$ cat src/rtl/del_arb.sv
// Round-robin arbiter and 4-phase handshake sequencer for a shared asynchronous delay unit.
// Optional per-phase timeout with sticky error: define DEL_ARB_TIMEOUT_EN.
module del_arb #(
  parameter int unsigned N   = 4,
  parameter int unsigned CW  = 8,
  parameter int unsigned TMO = 200
) (
  input  logic          clk,
  input  logic          rst_n,
  input  logic [N-1:0]  req,
  output logic [N-1:0]  gnt,
  output logic [N-1:0]  done,
  output logic          busy,
  output logic          del_req,
  input  logic          del_ack,
  output logic [CW-1:0] lat,
  output logic          err
);

  localparam int unsigned IW = $clog2(N);

`ifdef DEL_ARB_TIMEOUT_EN
  typedef enum logic [2:0] {S_IDLE, S_RISE, S_FALL, S_DONE, S_ERR} state_t;
`else
  typedef enum logic [1:0] {S_IDLE, S_RISE, S_FALL, S_DONE} state_t;
`endif

  state_t        state_q, state_d;
  logic          ack_m_q, ack_s_q;
  logic [1:0]    warm_q, warm_d;
  logic [N-1:0]  gnt_q, gnt_d;
  logic [N-1:0]  done_q, done_d;
  logic          del_req_q, del_req_d;
  logic [CW-1:0] lat_q, lat_d;
  logic [CW-1:0] cnt_q, cnt_d;
  logic [IW-1:0] ptr_q, ptr_d;
  logic [IW-1:0] gidx_q, gidx_d;
  logic          pick_vld;
  logic [IW-1:0] pick_idx;
  logic [IW-1:0] nxt_ptr;
`ifdef DEL_ARB_TIMEOUT_EN
  logic          err_q, err_d;
  logic [CW-1:0] tmo_q, tmo_d;
  logic          tmo_hit;
`endif

  // First requester at or after ptr, wrapping modulo N.
  always_comb begin
    logic [IW:0] j;
    pick_vld = 1'b0;
    pick_idx = '0;
    j        = '0;
    for (int unsigned i = 0; i < N; i++) begin
      j = {1'b0, ptr_q} + (IW+1)'(i);
      if (j >= (IW+1)'(N)) j = j - (IW+1)'(N);
      if (!pick_vld && req[j[IW-1:0]]) begin
        pick_vld = 1'b1;
        pick_idx = j[IW-1:0];
      end
    end
  end

  assign nxt_ptr = (gidx_q == IW'(N-1)) ? '0 : gidx_q + IW'(1);
`ifdef DEL_ARB_TIMEOUT_EN
  assign tmo_hit = (tmo_q == CW'(TMO-1));
`endif

  always_comb begin
    state_d   = state_q;
    gnt_d     = gnt_q;
    done_d    = '0;
    del_req_d = del_req_q;
    lat_d     = lat_q;
    cnt_d     = cnt_q;
    ptr_d     = ptr_q;
    gidx_d    = gidx_q;
    warm_d    = warm_q[1] ? warm_q : warm_q + 2'd1;
`ifdef DEL_ARB_TIMEOUT_EN
    err_d     = err_q;
    tmo_d     = tmo_q;
`endif
    case (state_q)
      S_IDLE: begin
        // warm_q holds off grants until the synchronizer reflects del_ack after reset
        if (pick_vld && !ack_s_q && warm_q[1]) begin
          state_d   = S_RISE;
          gnt_d     = N'(1) << pick_idx;
          gidx_d    = pick_idx;
          del_req_d = 1'b1;
          cnt_d     = '0;
`ifdef DEL_ARB_TIMEOUT_EN
          tmo_d     = '0;
`endif
        end
      end
      S_RISE: begin
        if (ack_s_q) begin
          lat_d     = cnt_q;
          del_req_d = 1'b0;
          cnt_d     = '0;
          state_d   = S_FALL;
`ifdef DEL_ARB_TIMEOUT_EN
          tmo_d     = '0;
`endif
        end else begin
          if (cnt_q != '1) cnt_d = cnt_q + CW'(1);
`ifdef DEL_ARB_TIMEOUT_EN
          if (tmo_hit) begin
            state_d   = S_ERR;
            del_req_d = 1'b0;
            gnt_d     = '0;
            ptr_d     = nxt_ptr;
            err_d     = 1'b1;
          end else begin
            tmo_d = tmo_q + CW'(1);
          end
`endif
        end
      end
      S_FALL: begin
        if (!ack_s_q) begin
          done_d  = gnt_q;
          gnt_d   = '0;
          ptr_d   = nxt_ptr;
          state_d = S_DONE;
        end
`ifdef DEL_ARB_TIMEOUT_EN
        else if (tmo_hit) begin
          state_d = S_ERR;
          gnt_d   = '0;
          ptr_d   = nxt_ptr;
          err_d   = 1'b1;
        end else begin
          tmo_d = tmo_q + CW'(1);
        end
`endif
      end
      S_DONE: state_d = S_IDLE;
`ifdef DEL_ARB_TIMEOUT_EN
      S_ERR: begin
        if (!ack_s_q) state_d = S_IDLE;
      end
`endif
      default: state_d = S_IDLE;
    endcase
  end

  always_ff @(posedge clk or negedge rst_n) begin
    if (!rst_n) begin
      state_q   <= S_IDLE;
      ack_m_q   <= 1'b0;
      ack_s_q   <= 1'b0;
      warm_q    <= '0;
      gnt_q     <= '0;
      done_q    <= '0;
      del_req_q <= 1'b0;
      lat_q     <= '0;
      cnt_q     <= '0;
      ptr_q     <= '0;
      gidx_q    <= '0;
`ifdef DEL_ARB_TIMEOUT_EN
      err_q     <= 1'b0;
      tmo_q     <= '0;
`endif
    end else begin
      state_q   <= state_d;
      ack_m_q   <= del_ack;
      ack_s_q   <= ack_m_q;
      warm_q    <= warm_d;
      gnt_q     <= gnt_d;
      done_q    <= done_d;
      del_req_q <= del_req_d;
      lat_q     <= lat_d;
      cnt_q     <= cnt_d;
      ptr_q     <= ptr_d;
      gidx_q    <= gidx_d;
`ifdef DEL_ARB_TIMEOUT_EN
      err_q     <= err_d;
      tmo_q     <= tmo_d;
`endif
    end
  end

  assign gnt     = gnt_q;
  assign done    = done_q;
  assign busy    = (state_q != S_IDLE);
  assign del_req = del_req_q;
  assign lat     = lat_q;
`ifdef DEL_ARB_TIMEOUT_EN
  assign err     = err_q;
`else
  // TMO has no effect in this build; the flag is constant low.
  assign err     = 1'b0 & (TMO == 0);
`endif

endmodule
$ cat config.mk
export PLATFORM = sky130hd
export DESIGN_NAME = del_arb
export DESIGN_NICKNAME = d
export VERILOG_FILES = /design/src/rtl/del_arb.sv
export SDC_FILE = /design/constraint.sdc
export NUM_CORES = 1
export LEC_CHECK = 0
export CORE_MARGIN = 2
export CORE_UTILIZATION = 52
export CTS_CLUSTER_SIZE = 40
export DETAILED_ROUTE_END_ITERATION = 8
export PLACE_DENSITY = 0.79
export SLEW_MARGIN = 30
export SYNTH_ARGS = -nofsm -noshare
export SYNTH_HDL_FRONTEND = slang
export SYNTH_SLANG_ARGS = --single-unit
$ cat constraint.sdc
create_clock -name clk -period 2.2 [get_ports clk]
set_clock_uncertainty 0.2 [all_clocks]
set_input_delay 0.22 -clock clk [delete_from_list [all_inputs] [get_ports clk]]
set_output_delay 0.22 -clock clk [all_outputs]
set_load 0.01 [all_outputs]
==> results of run 1 <==
routing by layer:
| layer | track usage [%] | up-vias | wire, um |
|---|---|---|---|
| met5 | 0 | - | 0 |
| met4 | 7.94 | 0 | 50 |
| met3 | 7.58 | 7 | 168 |
| met2 | 31.1 | 36 | 1470 |
| met1 | 25.9 | 588 | 1400 |
| li1 | - | 601 | - |
synthesized netlist by cell type, types with 2 or more instances:
library cell and number:
sky130_fd_sc_hd__and2_1 4, sky130_fd_sc_hd__dfrtp_1 35, sky130_fd_sc_hd__a21o_1 2, sky130_fd_sc_hd__inv_1 6, sky130_fd_sc_hd__o21ai_0 13, sky130_fd_sc_hd__o211ai_1 2, sky130_fd_sc_hd__o211a_1 2, sky130_fd_sc_hd__clkbuf_1 2
sky130_fd_sc_hd__a41oi_1 2, sky130_fd_sc_hd__mux2_2 9, sky130_fd_sc_hd__buf_2 2, sky130_fd_sc_hd__a32o_1 6, sky130_fd_sc_hd__nand2b_1 2, sky130_fd_sc_hd__nor2b_1 5, sky130_fd_sc_hd__ha_1 6, sky130_fd_sc_hd__nor2_1 9
sky130_fd_sc_hd__nand3_1 2, sky130_fd_sc_hd__and3_1 3, sky130_fd_sc_hd__a21oi_1 10, sky130_fd_sc_hd__nand2_1 11
path summary, 6_finish.rpt:
path | from | endpoint | depth (start not counted)
setup / recovery | state_q[0]$_DFFE_PN0P_ | cnt_q[1]$_DFFE_PN0P_ | 6
hold / removal | rst_n | lat[0]$_DFFE_PN0P_ | 2
setup reg to reg | state_q[0]$_DFFE_PN0P_ | cnt_q[1]$_DFFE_PN0P_ | 6
hold reg to reg | ack_m_q$_DFF_PN0_ | ack_s_q$_DFF_PN0_ | 0
max in group asynchronous | rst_n | warm_q[0]$_DFFE_PN0N_ | 2
min in group clk | del_ack | ack_m_q$_DFF_PN0_ | 1
registers in the layout (all words and copies together) (netlist names):
name / count
ack_m_q: 1
ack_s_q: 1
cnt_q: 8
del_req: 1
done: 4
gidx_q: 2
gnt: 4
lat: 8
ptr_q: 2
state_q: 2
warm_q: 2
worst max-delay path, delay by kind of cell, from the launching register on:
| kind | cells | cell delay, ns |
|---|---|---|
| adders and majority gates | 1 | 0.24 |
| buffers and inverters | 2 | 0.22 |
| and+or+nand+nor | 1 | 0.47 |
| DFF | 1 | 0.40 |
| AOI/OAI and AO/OA | 2 | 0.46 |
per-stage QoR:
stage | total power [mW] | util [%] | instance area (um2) | TNS [ns]
6_report | 2.02 | 66.3 | 2010 | 0
5_1_grt | 2.18 | 66.3 | 2010 | 0
4_1_cts | 2.04 | 66.1 | 2000 | 0
3_5_place_dp | 1.69 | 64.2 | 1940 | -0.0127
3_3_place_gp | 1.64 | 64.2 | 1940 | 0
2_1_floorplan | 1.36 | - | 1630 | 0
cells by family (layout without fill, tap and decap cells):
| group | count (synthesis) | after routing | share of synthesized area [%] |
|---|---|---|---|
| DFF | 35 | 35 | 53.8 |
| adders and majority gates | 6 | 6 | 4.61 |
| and+or+nand+nor | 40 | 40 | 12.3 |
| other | 1 | 1 | 0.230 |
| buffers and inverters | 11 | 43 | 2.92 |
| AOI/OAI and AO/OA | 44 | 44 | 18.8 |
| xor gates and xnor gates | 1 | 1 | 0.538 |
| muxes | 10 | 10 | 6.84 |
power by group:
part           leakage, nW  switching (mW)  total, mW  internal [mW]
sequential           0.461           0.106      0.871          0.765
clock               0.0341           0.196      0.344          0.148
combinational        0.426           0.407      0.808          0.401
layout make-up:
cell class | count | area (um2)
Fill cell | 236 | 1020
Sequential cell | 35 | 876
Multi-Input combinational cell | 102 | 711
Timing Repair Buffer | 30 | 288
Tap cell | 44 | 55.1
Clock buffer | 6 | 51.3
Inverter | 6 | 22.5
Clock inverter | 1 | 5.00
==> flow_results.org, run 1 <==
** Job
- Max-cap violations in this run came to 0.

** Worst setup path
- Data arrives at the worst endpoint at 2.12 ns.
- The worst setup path is launched from a register.
- Worst path max stage delay :: 0.47 ns
- In this design, the critical path's most frequently occurring cell is sky130_fd_sc_hd__inv_1.
- Cell-by-cell listing of the critical path :: inv_1 -> ha_2 -> inv_1 -> or3_1 -> a22o_1 -> a32o_1
- For the worst setup path, the data required time is about 2.2 ns.
- Endpoint class of the critical path :: register
- Critical path's slowest cell :: sky130_fd_sc_hd__or3_1
- Crit path max fanout :: 6
- The critical path is of the reg2reg type.
- Setup slack of the most critical reg-to-reg path :: 0.12 ns

** Logic synthesis
- In this run the biggest area consumer among cell types represents between 50% and 60% of the synthesized area.
- A synthesized cell averages 11.0 um2.
- The synthesized netlist contains 35 unique library cells.
- Among all flip-flop cells after synthesis, the most frequent one is sky130_fd_sc_hd__dfrtp_1.
- Number of flip-flops and latches in the synthesized netlist :: 35
- sky130_fd_sc_hd__dfrtp_1 takes more of the synthesized area than any other cell.
- Synthesis produced 148 cells.
- Async set-reset flop share out of synthesis :: 100%
- Combined area of all synthesized cells :: 0.00163 mm2
- For this run, the number of Yosys warnings is 0.
- Share of the yosys chip area belonging to registers :: 53.8%
- Main area contributors after synthesis :: sky130_fd_sc_hd__dfrtp_1 54%, sky130_fd_sc_hd__mux2_2 6.2%, sky130_fd_sc_hd__ha_1 4.6%
- Number of enable-type register cells in the synthesized netlist :: 0
- Syn nets :: about 160

** STA
- Period utilisation layout :: 94.7%
- The tightest hold path in the finished design has a slack of 0.0680 ns.
- Unrepaired setup endpoints after global routing :: no
- Upper clock frequency limit :: 0.480 GHz
- The number of max-slew violations in the final report is 0.
- The worst path meets setup with 0.117 ns of slack.
- The hold violation total from the final report was 0.
- Min cycle time layout :: ~2.1 ns
- Count of final setup violators :: 0

** Floorplan
- Vertical extent of the die :: 60.0 um
- The die covers 0.00360 mm2.
- I/O pins :: 26
- Die boundary width :: 60.0 um
- In this run the core area contains 20 standard-cell rows.
- Starting utilization of the core area :: 53.8%
- CORE AREA :: 0.00303 mm2

** Placed design
- Estimated wirelength of the detail-placed design :: roughly 2300 um
- In this run the tool buffered the top-level ports with 24 buffer cells.
- The congestion estimate from routability-driven global placement came to ~0.86.
- Cell count after placement :: 217
- Post-placement worst setup slack :: -0.0127 ns

** Status
- The run finished with clean final reports.

** Detailed routing
- Total detailed-routing wirelength :: 3090 um
- The pre-antenna-repair detailed-routing pass consisted of 4 iterations.
- Detailed Route Iter0 Violations :: 39
- Number of antenna-violating nets in the routed design :: 0
- Via density per instance :: 5.50
- Dividing the detail-routed wire length by the instance count gives 13.8 um.
- Number of vias after detailed routing :: 1,232
- Total DRC errors in the routed layout :: 0

** Clock tree
- CTS Buffer Depth :: 2
- Clock sink count :: 35
- TritonCTS built the clock tree.
- Gates resized during post-CTS repair numbered 0.
- Total of hold buffers inserted after clock tree synthesis :: 0
- The later pin in the worst-skew pair is clocked with a latency of 0.34 ns.
- H-tree levels :: 2
- Root buffer cell :: sky130_fd_sc_hd__clkbuf_4
- After clock tree synthesis, the clock-pin slew on the worst setup and hold paths is about 0.1 ns.
- The number of clock buffers added by TritonCTS is 5.
- In this run the post-CTS setup repair buffer count came out at 0.

** Finish
- For this run, the post-layout net count is approximately 190.
- Finished Layout Cells :: 224
- Top library cells by usage in the layout, fill and taps aside :: 35 x sky130_fd_sc_hd__dfrtp_1, 23 x sky130_fd_sc_hd__clkdlybuf4s50_1, 13 x sky130_fd_sc_hd__o21ai_0
- The area growth from synthesis to layout is 23.3%.
- Cells with a size suffix above 1 make up 15.0% of the layout.
- Leaving out fill and tap cells, the most frequent cell in the layout is sky130_fd_sc_hd__dfrtp_1.
- The repair_antennas step left the layout with diodes totalling 0.

** Global route
- Pin count of the biggest net entering global routing :: 36
- The total overflow left after global routing is 0.
- Wire length of the first global-routing pass :: 5250 um
- Vias in the first global route :: 1,173
- Global routing used 20.3% of the available tracks.
- Antenna violations before repair :: 0

** Power and ir drop
- Largest voltage drop on the vdd net :: 0.000699 V
- Power spread over the standard cell area amounts to between 1000 and 1500 mW/mm2.
- LEAKAGE :: 0.921 nW

** Worst hold path
- Worst min path class :: in2async
No activity file was read; power rests on OpenSTA's default activity.
==> inputs of run 2 (changes only) <==
- SETUP_SLACK_MARGIN: not set -> 0.05
- clock period: 2.2 -> 2 ns (I/O delays scaled with it)
==> flow_results.org, run 2 (same netlist as run 1, synthesis figures left out) <==
** Global route
- Wire length of the first global-routing pass :: 5370 um (+2.2%)
- Pin count of the biggest net entering global routing :: 36 (unchanged)
- The initial antenna violation count came to 0 (unchanged).
- Overall track demand over capacity in global routing :: 20.8% (+0.53 points)
- The number of global-route vias before repair was 1,198 (+2.1%).
- GRT Residual Overflow :: 0 (unchanged)

** Clock tree
- Clock input transition at the sequential cells of the worst setup and hold paths :: 0.10 ns (about the same)
- The number of buffers inserted during clock tree synthesis is 5 (unchanged).
- The root buffer cell chosen for the clock tree is sky130_fd_sc_hd__clkbuf_4.
- Clock latency on the worst-skew pair :: 0.33 ns (about the same)
- The clock sink count is 35 (unchanged).
- The maximum buffer depth of the clock tree is 2 (unchanged).
- The maximum level of the CTS H-tree came to 2 (unchanged).
- CTS tree :: built

** Power and ir drop
- Proportion of power drawn by combinational gates :: 44.9% (+5.0 points)
- The net switching power figure came to 0.847 mW (+19%).
- Post-layout total power :: 2.42 mW (+19%)
- The cell internal power dissipation was 1.57 mW (+20%).
- The switching part of the total is 35.0% (about the same).
- The part of the total power dissipated in sequential elements came to 39.3% (-3.7 points).
- The leakage power is 0.978 nW (+6.2%).
- Largest voltage drop on the vdd net :: 0.000669 V (-4.4%)
- The clock network fraction of total power came to 15.8% (-1.2 points).
- Total power divided by cell area :: 1130 mW/mm2 (+13%)

** STA
- Period utilisation layout :: 94.0% (-0.70 points)
- Min cycle time layout :: 1.88 ns (-0.203 ns)
- Unrepaired setup endpoints after global routing :: no
- Final-report hold violation count :: 0 (unchanged)
- Upper clock frequency limit :: 0.532 GHz (+11%)
- The setup total negative slack is 0 ns (unchanged).
- The setup slack of the critical path after layout came to 0.120 ns (+0.00347 ns).
- The final number of setup-violating endpoints is 0 (unchanged).
- Number of max-slew violations in the final report :: 0 (unchanged)

** Finish
- Leaving out fill and tap cells, the most frequent cell in the layout is sky130_fd_sc_hd__dfrtp_1.
- The number of nets at the end of the flow came to 205 (+6.2%).
- Antenna Cells :: 0 (unchanged)
- Area delta synth->final :: 30.9%
- Fill cell instance count of the final layout :: 231 (-2.1%)
- Top library cells by usage in the layout, fill and taps aside :: 35 x sky130_fd_sc_hd__dfrtp_1, 23 x sky130_fd_sc_hd__clkdlybuf4s50_1, 17 x sky130_fd_sc_hd__buf_4
- The post-route cell area was 0.00213 mm2 (+6.2%).
- The fraction of final layout cells sized beyond drive strength 1 was 23.4% (+8.4 points).

** Floorplan
- Standard-cell row count :: 20 (unchanged)
- The number of top-level pins was 26 (unchanged).
- CORE AREA :: 0.00303 mm2 (unchanged)
- Vertical extent of the die :: 60.0 um (unchanged)
- Starting utilization of the core area :: 53.8% (unchanged)
- Die ar. :: 0.00360 mm2 (unchanged)
- Die boundary width :: 60.0 um (unchanged)

** Worst setup path
- Worst R2R Path Depth :: 6 (unchanged)
- The critical path required time came to 2.03 ns (-0.21 ns).
- The worst register-to-register path ends at cnt_q[1]$_DFFE_PN0P_.
- Setup slack of the most critical reg-to-reg path :: 0.12 ns (about the same)
- STA classifies the critical path startpoint as a register.
- Endpoint class of the critical path :: register
- The worst setup path is of the reg2reg kind.
- Crit path DAT :: 1.91 ns (-0.21 ns)
- The most critical setup path has its startpoint at state_q[0]$_DFFE_PN0P_.
- In this run the critical register-to-register path is launched from state_q[0]$_DFFE_PN0P_.
- The largest fanout on the critical path is 6 (unchanged).

** Detailed routing
- The total length of routed wires is 3340 um (+8.0%).
- Detailed Route Iter0 Violations :: 50 (+28%)
- The via-per-instance ratio came to 5.63 (+2.3%).
- The remaining antenna violation count came to 0 (unchanged).
- The via count is 1,328 (+7.8%).
- The number of detailed-route iterations in the first pass is 4 (unchanged).
- The mean routed wirelength per cell is 14.1 um (+2.5%).
- The DRC violation count after routing came to 0 (unchanged).

** Placed design
- Estimated wirelength of the detail-placed design :: 2410 um (+4.5%)
- The quantity of I/O buffers inserted on ports was 24 (unchanged).
- The worst slack after detailed placement is -0.128 ns (-0.115 ns).
- Post-detailed-placement cell area :: 0.00201 mm2 (+3.3%)
- The placer's final routability congestion estimate came to 0.852 (-0.73%).

** Status
- Result of the run :: completed

** Job
- The max-capacitance violation count is 0 (unchanged).

** Worst hold path
- The min-delay analysis places its worst path in the category in2async.
[run 2: cell count changes in the layout (fill, tap and decap cells not counted), sizes merged]
cell / change
dlymetal6s2s: -1
dlygate4sd2: +1
clkdlybuf4s15: +1
buf: +11
[run 2: per-layer routing]
metal,share of wire (%),routed length [um],global-route usage (%),vias up
met2,51,1720,33.4,37
li1,-,-,-,620
met5,0,0,0,-
met1,42,1390,25.5,664
met3,5.0,168,7.36,7
met4,1.8,61,8.25,0
[run 2: how the worst max path moves through the flow]
stage | cells after the start | to | slack (ns)
final | 6 | cnt_q[1]$_DFFE_PN0P_ | 0.12
after global routing | 6 | gnt[2]$_DFFE_PN0P_ | 0.05
after CTS | 6 | cnt_q[1]$_DFFE_PN0P_ | 0.09
after detailed placement | 6 | state_q[1]$_DFFE_PN0P_ | -0.13
after global placement | 6 | state_q[1]$_DFFE_PN0P_ | -0.08
after floorplan | 7 | cnt_q[1]$_DFFE_PN0P_ | 0.08
[run 2: layout make-up]
type | count | area (um2) | area share [%]
Inverter | 6 | 22.5 | 1.06
Multi-Input combinational cell | 102 | 744 | 34.9
Clock inverter | 1 | 5.00 | 0.235
Sequential cell | 35 | 876 | 41.1
Clock buffer | 6 | 51.3 | 2.41
Tap cell | 44 | 55.1 | 2.58
Timing Repair Buffer | 42 | 378 | 17.7
[run 2: stage by stage]
step / hold slack, ns / util (%) / instances
finish: 0.0624 / 70.4 / 236
global route: 0.0704 / 70.4 / 236
CTS: 0.0771 / 68.4 / 232
detailed placement: 0.144 / 66.4 / 224
global placement: 0.133 / 66.4 / 224
floorplan: -0.296 / - / 148
[run 2: worst max-delay path, stage by stage (launching register included)]
cell                      delay, ns
sky130_fd_sc_hd__dfrtp_1       0.41
sky130_fd_sc_hd__inv_2         0.10
sky130_fd_sc_hd__ha_4          0.16
sky130_fd_sc_hd__inv_2         0.07
sky130_fd_sc_hd__or3_4         0.39
sky130_fd_sc_hd__a22o_1        0.24
sky130_fd_sc_hd__a32o_1        0.20
[run 2: power groups by stage]
stage	combinational [mW]	sequential (mW)	clock, mW
2_1_floorplan	0.550	0.972	0
3_3_place_gp	0.930	0.949	0
3_5_place_dp	0.976	0.968	0
4_1_cts	0.991	0.948	0.389
5_1_grt	1.21	0.965	0.435
6_report	1.09	0.950	0.381
[run 2: what timing repair did]
action / CTS / global route
setup endpoints to repair: 1 / 8
hold buffers: 0 / 0
resized for setup: 1 / 6
gates cloned: 0 / 1
hold endpoints to repair: 0 / 0
setup buffers: 1 / 3
